<file path="config.mk">
export PLATFORM = sky130hd
export DESIGN_NAME = bus_dev_fifo_bank
export DESIGN_NICKNAME = d
export VERILOG_FILES = /design/src/rtl/bus_dev_pkg.sv /design/src/rtl/bus_dev_fifo.sv /design/src/rtl/bus_dev_fifo_bank.sv
export SDC_FILE = /design/constraint.sdc
export NUM_CORES = 1
export LEC_CHECK = 0
export CAP_MARGIN = 40
export CORE_MARGIN = 1.5
export CORE_UTILIZATION = 45
export DETAILED_ROUTE_END_ITERATION = 10
export PLACE_DENSITY = 0.7
export SLEW_MARGIN = 25
export SYNTH_ARGS = -nofsm -noshare
export SYNTH_HDL_FRONTEND = slang
export SYNTH_SLANG_ARGS = --single-unit
</file>
<file path="constraint.sdc">
create_clock -name clk -period 4.33 [get_ports clk]
set_input_delay 0.433 -clock clk [delete_from_list [all_inputs] [get_ports clk]]
set_output_delay 0.433 -clock clk [all_outputs]
set_load 0.02 [all_outputs]
</file>
<file path="src/rtl/bus_dev_pkg.sv">
`default_nettype none
// ============================================================================
// bus_dev_pkg : shared constants and helpers for the device FIFO bank
// Rev 1.0
// ============================================================================
package bus_dev_pkg;

  localparam int ADDR_W    = 8;
  localparam int PKT_W_MAX = 512;

  // Bit positions inside the sticky per-device error nibble
  localparam int ERR_TX_UDF = 0;
  localparam int ERR_TX_OVF = 1;
  localparam int ERR_RX_UDF = 2;
  localparam int ERR_RX_OVF = 3;
  localparam int ERR_W      = 4;

  typedef logic [ADDR_W-1:0] dev_id_t;

  // Packets arrive zero-extended to PKT_W_MAX; pkt_w is the real packet width
  function automatic dev_id_t dest_of(input logic [PKT_W_MAX-1:0] pkt, input int pkt_w);
    return pkt[pkt_w-1 -: ADDR_W];
  endfunction

endpackage
`default_nettype wire

</file>
<file path="src/rtl/bus_dev_fifo.sv">
`default_nettype none
// ============================================================================
// bus_dev_fifo : show-ahead FIFO with occupancy count and ovf/udf pulses
// Rev 1.0
// ============================================================================
module bus_dev_fifo #(
  parameter  int W     = 16,
  parameter  int DEPTH = 8,
  localparam int AW    = $clog2(DEPTH),
  localparam int CW    = $clog2(DEPTH + 1)
) (
  input  logic          clk,
  input  logic          reset,
  input  logic          i_wr,
  input  logic [W-1:0]  i_wdata,
  input  logic          i_rd,
  output logic [W-1:0]  o_rdata,
  output logic [CW-1:0] o_count,
  output logic          o_full,
  output logic          o_empty,
  output logic          o_ovf,
  output logic          o_udf
);

  logic [W-1:0]  r_mem [DEPTH];
  logic [AW-1:0] r_wptr;
  logic [AW-1:0] r_rptr;
  logic [CW-1:0] r_count;
  logic          r_full;
  logic          r_empty;
  logic          w_wr_ok;
  logic          w_rd_ok;
  logic [CW-1:0] w_count_nxt;

  // A read frees a slot in the same edge, so a full FIFO still accepts wr+rd
  assign w_rd_ok = i_rd && !r_empty;
  assign w_wr_ok = i_wr && (!r_full || w_rd_ok);

  always_comb begin
    w_count_nxt = r_count;
    if (w_wr_ok && !w_rd_ok) begin
      w_count_nxt = r_count + 1'b1;
    end else if (!w_wr_ok && w_rd_ok) begin
      w_count_nxt = r_count - 1'b1;
    end
  end

  always_ff @(posedge clk) begin
    if (!reset) begin
      r_wptr  <= '0;
      r_rptr  <= '0;
      r_count <= '0;
      r_full  <= 1'b0;
      r_empty <= 1'b1;
    end else begin
      if (w_wr_ok) r_wptr <= r_wptr + 1'b1;
      if (w_rd_ok) r_rptr <= r_rptr + 1'b1;
      r_count <= w_count_nxt;
      r_full  <= (w_count_nxt == CW'(DEPTH));
      r_empty <= (w_count_nxt == '0);
    end
  end

  always_ff @(posedge clk) begin
    if (reset && w_wr_ok) r_mem[r_wptr] <= i_wdata;
  end

  assign o_rdata = r_empty ? '0 : r_mem[r_rptr];
  assign o_count = r_count;
  assign o_full  = r_full;
  assign o_empty = r_empty;
  assign o_ovf   = i_wr && !w_wr_ok;
  assign o_udf   = i_rd && !w_rd_ok;

endmodule
`default_nettype wire

</file>
<file path="src/rtl/bus_dev_fifo_bank.sv">
`default_nettype none
// ============================================================================
// bus_dev_fifo_bank : per-device TX/RX FIFO pair with RX address filter
// Rev 1.0
// ============================================================================
module bus_dev_fifo_bank
  import bus_dev_pkg::*;
#(
  parameter  int         drvrs     = 4,
  parameter  int         pckg_sz   = 16,
  parameter  int         depth     = 8,
  parameter  logic [7:0] broadcast = 8'hFF,
  parameter  bit         filter_en = 1'b1,
  localparam int         CW        = $clog2(depth + 1)
) (
  input  logic                             clk,
  input  logic                             reset,
  input  logic [drvrs-1:0]                 wr_en,
  input  logic [drvrs-1:0][pckg_sz-1:0]    wr_data,
  output logic [drvrs-1:0]                 tx_full,
  output logic [drvrs-1:0][CW-1:0]         tx_count,
  output logic [drvrs-1:0]                 pndng,
  output logic [drvrs-1:0][pckg_sz-1:0]    D_pop,
  input  logic [drvrs-1:0]                 pop,
  input  logic [drvrs-1:0]                 push,
  input  logic [drvrs-1:0][pckg_sz-1:0]    D_push,
  output logic [drvrs-1:0]                 rx_valid,
  output logic [drvrs-1:0][pckg_sz-1:0]    rd_data,
  input  logic [drvrs-1:0]                 rd_en,
  output logic [drvrs-1:0][CW-1:0]         rx_count,
  output logic [drvrs-1:0]                 rx_drop,
  output logic [drvrs-1:0][ERR_W-1:0]      err,
  input  logic [drvrs-1:0]                 clr_err
);

  for (genvar i = 0; i < drvrs; i++) begin : g_dev
    logic             w_tx_empty;
    logic             w_tx_ovf;
    logic             w_tx_udf;
    logic             w_rx_empty;
    logic             w_rx_full_unused;
    logic             w_rx_ovf;
    logic             w_rx_udf;
    dev_id_t          w_dest;
    logic             w_accept;
    logic [ERR_W-1:0] w_err_set;
    logic [ERR_W-1:0] r_err;
    logic             r_rx_drop;

    assign w_dest   = dest_of(PKT_W_MAX'(D_push[i]), pckg_sz);
    assign w_accept = !filter_en || (w_dest == dev_id_t'(i)) || (w_dest == broadcast);

    bus_dev_fifo #(.W(pckg_sz), .DEPTH(depth)) u_tx (
      .clk     (clk),
      .reset   (reset),
      .i_wr    (wr_en[i]),
      .i_wdata (wr_data[i]),
      .i_rd    (pop[i]),
      .o_rdata (D_pop[i]),
      .o_count (tx_count[i]),
      .o_full  (tx_full[i]),
      .o_empty (w_tx_empty),
      .o_ovf   (w_tx_ovf),
      .o_udf   (w_tx_udf)
    );

    bus_dev_fifo #(.W(pckg_sz), .DEPTH(depth)) u_rx (
      .clk     (clk),
      .reset   (reset),
      .i_wr    (push[i] && w_accept),
      .i_wdata (D_push[i]),
      .i_rd    (rd_en[i]),
      .o_rdata (rd_data[i]),
      .o_count (rx_count[i]),
      .o_full  (w_rx_full_unused),
      .o_empty (w_rx_empty),
      .o_ovf   (w_rx_ovf),
      .o_udf   (w_rx_udf)
    );

    always_comb begin
      w_err_set             = '0;
      w_err_set[ERR_TX_UDF] = w_tx_udf;
      w_err_set[ERR_TX_OVF] = w_tx_ovf;
      w_err_set[ERR_RX_UDF] = w_rx_udf;
      w_err_set[ERR_RX_OVF] = w_rx_ovf;
    end

    // A new error event in the clearing cycle survives the clear
    always_ff @(posedge clk) begin
      if (!reset) begin
        r_err     <= '0;
        r_rx_drop <= 1'b0;
      end else begin
        r_err     <= (clr_err[i] ? '0 : r_err) | w_err_set;
        r_rx_drop <= push[i] && !w_accept;
      end
    end

    assign pndng[i]    = !w_tx_empty;
    assign rx_valid[i] = !w_rx_empty;
    assign err[i]      = r_err;
    assign rx_drop[i]  = r_rx_drop;
  end

endmodule
`default_nettype wire

</file>
# == After elaboration in Yosys (flattened, before gate mapping) ==
# Memories as Yosys holds them, arrays and structs flattened. A register that Yosys moved wholly into a read port is not among the register bits.
# Index checks and enable logic that the tools add are counted.
# word_totals
mem_bits_rw,1024
mem_count,8
output_inout_bits,192
wordCells,288
register_bits,116
inputBits,150
# classes
eq_ne,15
n_bitwise,4
mux,60
n_reduce_logical,121
n_addsub,32
# memory_table
name,depth,width,rd,rd_clocked_by_memory_dff,write_ports,line,text
g_dev[0].u_rx.r_mem,8,16,1,1,1,bus_dev_fifo.sv:25,logic [W-1:0] r_mem [DEPTH];
g_dev[0].u_tx.r_mem,8,16,1,1,1,bus_dev_fifo.sv:25,
g_dev[1].u_rx.r_mem,8,16,1,1,1,bus_dev_fifo.sv:25,
g_dev[1].u_tx.r_mem,8,16,1,1,1,bus_dev_fifo.sv:25,
g_dev[2].u_rx.r_mem,8,16,1,1,1,bus_dev_fifo.sv:25,
g_dev[2].u_tx.r_mem,8,16,1,1,1,bus_dev_fifo.sv:25,
+2 memories,n/a,n/a,n/a,n/a,n/a,n/a,
# op_table
op,count
$mux 16,8
$mux 4,20
$logic_and 1x1->1,64
$add 3x1->3 const B,16
$mux 3,16
$logic_not 1->1,36
$add 4x1->4 const B,8
$eq 4x4->1 const B,8
$eq 8x8->1 const B,4
$logic_not 4->1,8
$sub 4x1->4 const B,8
$eq 8x2->1 const B,2
$mux 1,16
$or 4x4->4,4
$logic_or 1x1->1,12
$eq 8x1->1 const B,1
$logic_not 8->1,1

# == Depth between registers and ports, before layout ==
# depth
word_depth,9
mapped_depth,10
ltp_nobuf,8

# == Hierarchy ==
# A second synthesis with hierarchy kept.
# unflattened
cells_unflattened,2435
hier_area_um2,45743.9
# by_module_without_submodules
module,instances,area_each_um2,seq_area_each_um2,cells_per_inst
bus_dev_fifo (g_dev[2].u_rx ...),4,5595.4,4144.0,291
bus_dev_fifo (g_dev[0].u_rx ...),2,5614.1,4144.0,293
bus_dev_fifo (g_dev[0].u_tx),1,5625.4,4144.0,295
bus_dev_fifo (g_dev[1].u_tx),1,5611.6,4144.0,291
bus_dev_fifo_bank,1,897.1,400.4,99

# == Worst setup path after synthesis ==
# OpenSTA, ideal clock, no wires.
# synth_path
path_kind,input port to flip-flop
startpoint,in D_push[28] in the netlist's numbering
endpoint,mem g_dev[1].u_rx.r_mem[4][0] (enable)
t_required_ns,3.894
setup_ns,0.436
n_path_buf,0
path_stages,6
t_arrival_ns,3.273
slack_ns,0.620
path_cell_list,nor4_1 > and4b_1 > o21ai_2 > a21oi_1 > nand2_1 > nor4b_1
# synth_between
elab_chain_len,7
elab_cells_between_ends,8
cone_classes,2 x eq/ne; 2 x mux; 4 x reduce/logical
# synth_rtl
element,line,text
from (decl),bus_dev_fifo_bank.sv:26,"input logic [drvrs-1:0][pckg_sz-1:0] D_push,"
$eq 8x1->1 or $eq 8x8->1 (tied branches),bus_dev_fifo_bank.sv:51,assign w_accept = !filter_en || (w_dest == dev_id_t'(i)) || (w_dest == broadcast);
$logic_or 1x1->1 *,bus_dev_fifo_bank.sv:51,
$logic_and 1x1->1 *,bus_dev_fifo_bank.sv:70,".i_wr (push[i] && w_accept),"
$logic_and 1x1->1 *,bus_dev_fifo.sv:37,assign w_wr_ok = i_wr && (!r_full || w_rd_ok);
$logic_and 1x1->1 *,bus_dev_fifo.sv:65,if (reset && w_wr_ok) r_mem[r_wptr] <= i_wdata;
$mux 1 *,bus_dev_fifo.sv:65,
$mux 1 (implied by the code) *,bus_dev_fifo.sv:65,
to (decl),bus_dev_fifo.sv:25,
# Mark *: on every way between the ends. The rest lies on a longest branch, timed or not.

==> summary.md <==
| Metric | Value |
|---|---|
| Status | `finished clean` |
| CP Capture Type | `primary output` |
| Startpoint types | `register` |
| Clock Latency Late Sink | `roughly 700 ps` |
| DR pass1 iterations | `5` |
| Rows | `between 100 and 150` |
| Fillers | `roughly 7600` |
| Post-DP HPWL | `62000 microns` |
| Ys async rst share | `0` |
| WL final | `about 97000 microns` |
| DIE WIDTH | `roughly 320 microns` |
| Clk sink count | `between 1000 and 1500` |
| Root Buffer | `clkbuf_16` |
| EDFF count, synth | `roughly 1000` |
| Reg clk slew, reported paths | `about 60 ps` |
| DR WL/cell | `between 20 and 25 microns` |
| Maximum number of pins on one net before global-route repair | `between 60 and 70` |
| Minimum clock period | `approximately 3700 ps` |
| Max rail drop VDD | `approximately 0.37 mV` |
| Main synth FF type | `edfxtp_1` |
| CTS tree | `built` |
| Layout Nets | `approximately 3100` |
| Starting Density | `0.455` |
| WS Path Type | `register to primary output` |
| Share of layout cells above drive strength 1 | `0.201` |
| Hold Crit Class | `input port to register` |
| Ys Warns | `0` |
| # H-tree levels | `3` |
| Residual DRC | `0` |
| Fin. Hold Viols | `0` |
| RSZ-0062 raised after global routing | `false` |
| Placed cells | `4110` |
| Netlist Area Pre-Place | `around 46000 sq um` |
| Final Non-Filler Cells | `between 4000 and 5000` |
| Initial DRC count | `2166` |
| DR vias | `around 24000` |
| Gr ovfl total | `0` |
| CTS resizes | `0` |
| Vias in the first global route | `~25000` |
| Total track usage | `0.188` |
| Die area | `slightly above 100000 sq um` |
| Maxcap violations | `0` |
| Slew HR | `0.465` |
| First-pass GRT wire length | `~150000 microns` |
| CTS Buffer Depth | `3` |
| LEAKAGE | `17.5 nW` |
| I/O pin cnt | `between 300 and 400` |
| Antenna violations before repair | `7` |
| DRT antenna net count | `0` |
| TNS Setup | `0 ps` |
| Post-synth net total | `2614` |
| Worst-path maximum fanout | `17` |
| Register area share after synthesis | `0.735` |
| Area delta synth->final | `20.5%` |
| Postcts setup bufs | `0` |
| Endpoints failing setup | `0` |
| Vias per inst | `roughly 5.4` |
| Cell Pwr Density | `~490 nW/um^2` |
| CP Data Arrival Time | `3260 ps` |
| Routability cong. | `approximately 0.82` |
| Final Cycle Share | `0.854` |
| Number of buffers created by CTS | `approximately 120` |
| Most common cell after layout, fill and taps aside | `edfxtp_1` |
| Avg Cell Area, Syn | `between 15 and 20 sq um` |
| Syn Inst Count | `about 2400` |
| Synth cell types | `between 60 and 70` |
| PortBufs | `around 340` |
| Most frequent cells in the layout | `1024 x edfxtp_1, 340 x clkdlybuf4s50_1, 256 x mux4_2` |
| Achievable Freq | `270 MHz` |
| Die Height | `321 microns` |
| Max-slew violations | `0` |
| Post-Route Skew | `around 17 ps` |
| CTS Hold Bufs | `0` |
| CORE AREA | `~100000 sq um` |
| FF+latch count, synth | `~1200` |
| CP Data Required Time | `slightly below 4000 ps` |
| Worst-margin pin slew | `between 800 and 900 ps` |
[per-layer routing]
layer  track usage  part of all wire  vias to the layer above
li1              -                 -                    10500
met1         0.248              0.42                    12200
met2         0.322              0.51                      652
met3        0.0331             0.055                      130
met4        0.0517             0.020                        6
met5             0           0.00041                        -
[worst max-delay path: stages, from the launching register on]
cell and delay, ps:
dfxtp_2 740, buf_4 340, mux4_2 540, mux2i_1 290, nor2_1 80, clkdlybuf4s50_1 570
[flip-flops by register name, indices dropped and copies added, names as in the netlist, 16 cells and up, named ones only]
name                flops
g_dev.r_err            16
g_dev.u_tx.o_count     16
g_dev.u_tx.r_mem      512
g_dev.u_rx.r_mem      512
g_dev.u_rx.o_count     16
[kinds of logic after synthesis]
family          Yosys count  share of synthesized area
buf+inv                 166                     0.0161
simple gates            511                     0.0549
mux                     395                      0.157
compound gates          110                     0.0175
xor+xnor                 54                     0.0104
flops                  1164                      0.735
fa+ha+maj                32                    0.00878
[path summary, 6_finish.rpt]
check / slack, ps / start / end / cells after the start
worst max-delay path: 630 / register / rd_data[2] / 5
worst min-delay path: 200 / reset / g_dev[0].u_rx.o_empty / 2
worst max register to register: 1650 / g_dev[1].u_tx.o_empty / g_dev[1].u_tx.r_mem[2][7] / 6
worst min register to register: 500 / g_dev[1].u_tx.r_rptr[1] / register / 2
[cells in the mapped netlist, types with 32 or more instances]
cell type  number  area (sq um)
clkbuf_1       80           300
xnor2_1        36           315
inv_1          34           128
nor2b_1        40           250
and2_1         52           325
ha_1           32           400
dfxtp_1       140          2800
edfxtp_1     1024         30700
mux4_2        256          5770
nand2_1        91           342
mux2i_1       139          1390
nor2_1        196           736
[layout make-up]
class,instances,area (sq um),area share
antenna,3,7.51,0.000137
clock buffer,138,2990,0.0545
clock inverter,77,669,0.0122
inverter,35,131,0.00239
multi-input combinational,1102,11500,0.209
sequential,1164,33600,0.611
tap,1357,1700,0.0309
timing repair buffer,457,4410,0.0803
[through the flow]
step	utilization	hold slack (ps)	power (mW)	worst slack (ps)	instance area (sq um)
6_report	0.548	200	26.7	632	55000
5_1_grt	0.548	202	27.8	438	55000
4_1_cts	0.547	162	27.0	504	54900
3_5_place_dp	0.511	501	17.4	827	51200
3_3_place_gp	0.509	479	17.3	759	51100
2_1_floorplan	-	467	15.6	620	45600
[power by group]
group / switching, mW / internal, mW / total [mW]
sequential: 0.473 / 12.5 / 12.9
clock: 4.09 / 5.51 / 9.60
combinational: 2.10 / 2.10 / 4.20
(Power assumes the default switching activity.)
